$ cat src/rtl/modexp_pkg.sv
// rtl/modexp_pkg.sv - shared types and default sizes for the modular exponentiation controller
package modexp_pkg;

  localparam int W_DEF        = 64;
  localparam int EW_DEF       = 64;
  localparam int STEP_LAT_DEF = 1;

  typedef enum logic [2:0] {
    IDLE,
    CHECK,
    SCAN,
    ISSUE,
    WAIT,
    DONE
  } state_t;

endpackage

$ cat src/rtl/modexp_ctrl.sv
// rtl/modexp_ctrl.sv - square-and-multiply sequencer: operand checks, leading-zero skip, one step per exponent bit
module modexp_ctrl
  import modexp_pkg::*;
#(
  parameter int W        = W_DEF,
  parameter int EW       = EW_DEF,
  parameter int STEP_LAT = STEP_LAT_DEF
) (
  input  logic          clk,
  input  logic          rst_n,
  input  logic          start,
  input  logic [W-1:0]  base,
  input  logic [EW-1:0] expo,
  input  logic [W-1:0]  modulus,
  output logic          busy,
  output logic          done,
  output logic [W-1:0]  result,
  output logic          err,
  output logic [W-1:0]  step_z,
  output logic [W-1:0]  step_x,
  output logic [W-1:0]  step_n,
  output logic          step_e,
  input  logic [W-1:0]  step_zz
);

  localparam int CW = $clog2(EW + 1);
  localparam int LW = (STEP_LAT > 1) ? $clog2(STEP_LAT) : 1;

  state_t        state;
  logic [W-1:0]  b;
  logic [W-1:0]  n;
  logic [W-1:0]  acc;
  logic [EW-1:0] sh;
  logic [CW-1:0] cnt;
  logic [LW-1:0] lcnt;

  // Whole sequencer: step inputs are loaded on entry to ISSUE so they are already
  // stable during the ISSUE cycle and stay untouched across the WAIT cycles.
  always_ff @(posedge clk or negedge rst_n) begin
    if (!rst_n) begin
      state  <= IDLE;
      busy   <= 1'b0;
      done   <= 1'b0;
      err    <= 1'b0;
      result <= '0;
      step_z <= '0;
      step_x <= '0;
      step_n <= '0;
      step_e <= 1'b0;
      b      <= '0;
      n      <= '0;
      acc    <= '0;
      sh     <= '0;
      cnt    <= '0;
      lcnt   <= '0;
    end else begin
      done <= 1'b0;
      case (state)
        IDLE: begin
          if (start) begin
            b     <= base;
            sh    <= expo;
            n     <= modulus;
            busy  <= 1'b1;
            state <= CHECK;
          end
        end
        CHECK: begin
          // Operands wider than W/2 bits would overflow the step unit's W-bit product.
          if (n == '0 || n[W-1:W/2] != '0 || b >= n) begin
            err    <= 1'b1;
            result <= '0;
            done   <= 1'b1;
            state  <= DONE;
          end else if (n == W'(1)) begin
            err    <= 1'b0;
            result <= '0;
            done   <= 1'b1;
            state  <= DONE;
          end else if (sh == '0) begin
            err    <= 1'b0;
            result <= W'(1);
            done   <= 1'b1;
            state  <= DONE;
          end else begin
            acc   <= W'(1);
            cnt   <= CW'(EW);
            state <= SCAN;
          end
        end
        SCAN: begin
          if (sh[EW-1]) begin
            step_z <= acc;
            step_e <= 1'b1;
            step_x <= b;
            step_n <= n;
            state  <= ISSUE;
          end else begin
            sh  <= sh << 1;
            cnt <= cnt - CW'(1);
          end
        end
        ISSUE: begin
          lcnt  <= '0;
          state <= WAIT;
        end
        WAIT: begin
          if (lcnt == LW'(STEP_LAT - 1)) begin
            acc <= step_zz;
            sh  <= sh << 1;
            cnt <= cnt - CW'(1);
            if (cnt == CW'(1)) begin
              err    <= 1'b0;
              result <= step_zz;
              done   <= 1'b1;
              step_z <= '0;
              step_x <= '0;
              step_n <= '0;
              step_e <= 1'b0;
              state  <= DONE;
            end else begin
              // Next bit is the one just below the current MSB.
              step_z <= step_zz;
              step_e <= sh[EW-2];
              state  <= ISSUE;
            end
          end else begin
            lcnt <= lcnt + LW'(1);
          end
        end
        DONE: begin
          busy  <= 1'b0;
          state <= IDLE;
        end
        default: state <= IDLE;
      endcase
    end
  end

endmodule

$ cat config.mk
export PLATFORM = sky130hd
export DESIGN_NAME = modexp_ctrl
export DESIGN_NICKNAME = d
export VERILOG_FILES = /design/src/rtl/modexp_pkg.sv /design/src/rtl/modexp_ctrl.sv
export SDC_FILE = /design/constraint.sdc
export NUM_CORES = 1
export LEC_CHECK = 0
export BUFFER_PORTS_ARGS = -buffer_cell sky130_fd_sc_hd__buf_2
export CORE_MARGIN = 3
export CORE_UTILIZATION = 40
export DETAILED_ROUTE_END_ITERATION = 12
export PLACE_DENSITY = 0.65
export SLEW_MARGIN = 20
export SYNTH_ARGS = -nofsm -noshare
export SYNTH_HDL_FRONTEND = slang
export SYNTH_SLANG_ARGS = --single-unit
$ cat constraint.sdc
create_clock -name clk -period 3 [get_ports clk]
set_input_delay 0.3 -clock clk [delete_from_list [all_inputs] [get_ports clk]]
set_output_delay 0.3 -clock clk [all_outputs]
set_load 0.05 [all_outputs]
==> results.md <==
- Via count: between 15000 and 20000
- Slowest stage delay, CP: 410 ps
- Global-route wire length before repair: 112700 microns
- DR vias/cell: ~5.5
- Post-Syn Area: 22590 sq um
- Post-synthesis sequential area ratio: about three fifths
- Final Wtd Congestion: 0.8422
- Pleak: approximately 15 nW
- Peak VDD IR: 0.6900 mV
- Root Driver: clkbuf_16
- Top Family by Delay on Critical Path: simple AND/OR/NAND/NOR gates
- Core Area: between 50000 and 60000 sq um
- Die Y: 243.6 microns
- Tmin final: approximately 3100 ps
- CP endpoint kind: register
- Final wirelength: 72100 microns
- CTS H-tree lvls: 2
- Clk Latency, worst-skew pair: about 600 ps
- Die ar.: between 50000 and 60000 sq um
- Clk sink count: around 530
- Fmax: around 330 MHz
- Period utilisation layout: 102.1%
- Setup ws final: -64.16 ps
- Pin count of the biggest net entering global routing: around 130
- Area growth from synthesis to layout: 36.90%
- Starting Density: 40.68%
- Pwr Total: roughly 36 mW
- Predominant post-synthesis flop cell: dfrtp_1
- Vias in the first global route: ~20000
- Unrepaired setup endpoints after global routing: true
- P per Cell Area: around 1200 nW/um^2
- Crit path max fanout: 20
- DR iter-0 viols: approximately 1500
- Final hold slack: 46.58 ps
- Clock transition at path regs: roughly 60 ps
- Worst EP required: between 3000 and 4000 ps
- FP Rows: 86
- Tot GR Track Use: 23.64%
- Crit start category: register
- Gate count of the mapped netlist: approximately 2000
- Slew @ Worst Pin: approximately 800 ps
- FFs w/ async S/R, synth: 100.0%
- Status: finished, violations left
- DRC errors left: 0
- Detailed Routing Iterations Pass 1: 5
- Boundary pin count: just over 500
- Setup-failing EPs final: 55
- GRT overflow: 0
- Chip width: 243.6 microns
- Final nets: 3070
- Worst hold path type: in2reg
- Remaining antenna violation count: 0
- Syn_nets: around 2300
- Post-synth EDFFs: 0
- Antenna violations before repair: 5
- Max-cap violations: 0
- CTS buffer count: 58
- Slowest-stage cell, CP: dfrtp_1
- CTS tree: done
- Syn. warnings: 0
- Max-slew headroom: between 40% and 50%
- Worst clock skew: approximately 13 ps
- CTS max path bufs: 3
- Distinct cell type count after synthesis: 56
- Crit Path Class: reg2reg
- Crit path cell chain: ha_4 -> nand4_1 -> nor4_1 -> buf_4 -> nand4_1 -> nor4_2 -> a2111o_1 -> buf_6 -> o211ai_4 -> buf_12 -> buf_12 -> a22o_2
- #FFs+latches synth: ~530
- Syn_area_per_cell: 11.31 sq um
- Crit path DAT: 3530 ps
- Violated checks: setup timing
- Share of layout cells above drive strength 1: approximately 29%
- Number of port buffers: about 520
- Slew Limit Fails: 0
- Hold Vio Cnt, Final: 0
- Post-DP HPWL: between 40000 and 50000 microns
- Buf+Inv Stages, Crit Path: 4
- DR WL/cell: approximately 20 microns
## cell type report
| cell class | instances | area [sq um] |
|---|---|---|
| flip-flops and latches | 526 | 13160 |
| multi-input cells | 1246 | 8661 |
| repair buffers | 837 | 5892 |
| clock inverters | 15 | 260.3 |
| clock buffers | 86 | 1710 |
| fillers | 4670 | 24600 |
| diodes | 6 | 15.01 |
| inverters | 76 | 285.3 |
| well taps | 748 | 935.9 |
## worst reg2reg max path, delay by kind of cell (launching register included)
family | cells | cell delay, ps
DFF | 1 | 410
and+or+nand+nor | 4 | 1030
adders and majority gates | 1 | 290
buffers and inverters | 4 | 600
AOI/OAI and AO/OA | 3 | 610
## per-stage QoR
step	utilization [%]	instance area [sq um]	setup WS, ps	TNS, ps	std cells
2_1_floorplan	-	22590	400.2	0	1997
3_3_place_gp	47.40	26320	-84.54	-4881	3193
3_5_place_dp	47.41	26330	-103.5	-6192	3193
4_1_cts	55.32	30720	-55.34	-1032	3527
5_1_grt	55.69	30920	-116.2	-5226	3538
6_report	55.69	30920	-64.16	-1587	3540
## cell usage after synthesis (all sizes together), types with 27 or more instances
master	instances	share of area, %
nor2	81	1.3
nor4	39	1.2
buf	27	0.69
mux2	64	3.2
mux2i	66	2.9
nand2	155	2.6
dfrtp	526	58
clkbuf	115	1.9
a21oi	225	5.0
o21ai	147	3.3
a22oi	125	4.2
ha	66	3.7
inv	76	1.3
a22o	191	7.4
## power breakdown
| group | total [mW] | internal (mW) | switching (mW) |
|---|---|---|---|
| clock network | 7.34 | 4.51 | 2.83 |
| logic | 16.0 | 5.51 | 10.5 |
| registers | 12.5 | 10.2 | 2.32 |
| total | 35.9 | 20.2 | 15.7 |
## sequential cells by signal, summed over array words and instances (netlist names)
signal / cells
step_z: 64
b: 64
done: 1
cnt: 7
step_n: 64
state: 3
err: 1
n: 64
acc: 64
busy: 1
step_e: 1
step_x: 64
sh: 64
result: 64
## final timing paths
path,end,startpoint,slack [ps],depth (start not counted)
max in group asynchronous,step_x[39]$_DFFE_PN0P_,rst_n,1680,3
min,sh[14]$_DFFE_PN0P_,expo[14],50,3
min in group asynchronous,result[39]$_DFFE_PN0P_,rst_n,350,2
min reg2reg,step_x[0]$_DFFE_PN0P_,step_x[0]$_DFFE_PN0P_,490,1
max,result[54]$_DFFE_PN0P_,b[61]$_DFFE_PN0P_,-60,12
max reg2reg,result[54]$_DFFE_PN0P_,b[61]$_DFFE_PN0P_,-60,12
## timing repair
action | CTS | global route
hold buffers | 226 | 0
hold endpoints to repair | 386 | 0
buffers inserted | 5 | 5
resized for setup | 27 | 16
pin swaps | 3 | 11
gates cloned | 2 | 3
endpoints found under the setup margin | 130 | 139
## cells in the final DEF (no fill, tap or decap), drive strengths merged, types with 2 or more instances in the layout
cell type / n
xor2: 2
a21o: 5
nand2: 155
mux2i: 66
nand3: 7
o21ai: 147
diode: 6
o32a: 2
dlygate4sd3: 226
nand4: 16
or2: 2
xnor2: 3
ha: 66
o21a: 2
a211o: 2
dfrtp: 526
and4: 3
nor3: 8
clkinv: 6
and2: 3
clkbuf: 89
a22oi: 125
a21oi: 225
mux2: 64
a22o: 191
buf: 608
nor2: 81
o22ai: 4
bufinv: 7
a221oi: 2
nand2b: 7
a31oi: 3
nor4: 39
a2111o: 2
inv: 77
## metal layers
layer  vias up  wire, microns  global-route usage (%)  part of all wire [%]
met1      9706          29490                   30.45                    41
met3       177           4098                   3.995                   5.7
met2       749          35060                   39.25                    49
met5         -              0                       0                     0
met4         0           3445                   10.76                   4.8
li1       8830              -                       -                     -
## cells by family after synthesis
logic type / Yosys count / share of synthesized area (%)
multiplexers: 130 / 6.115
adder cells (fa/ha/maj): 66 / 3.656
AND/OR/NAND/NOR: 328 / 6.658
XOR/XNOR: 5 / 0.1939
AO/OA/AOI/OAI: 717 / 20.94
buffers and inverters: 225 / 4.166
flip-flops: 526 / 58.27
No activity file was read; power rests on OpenSTA's default activity.
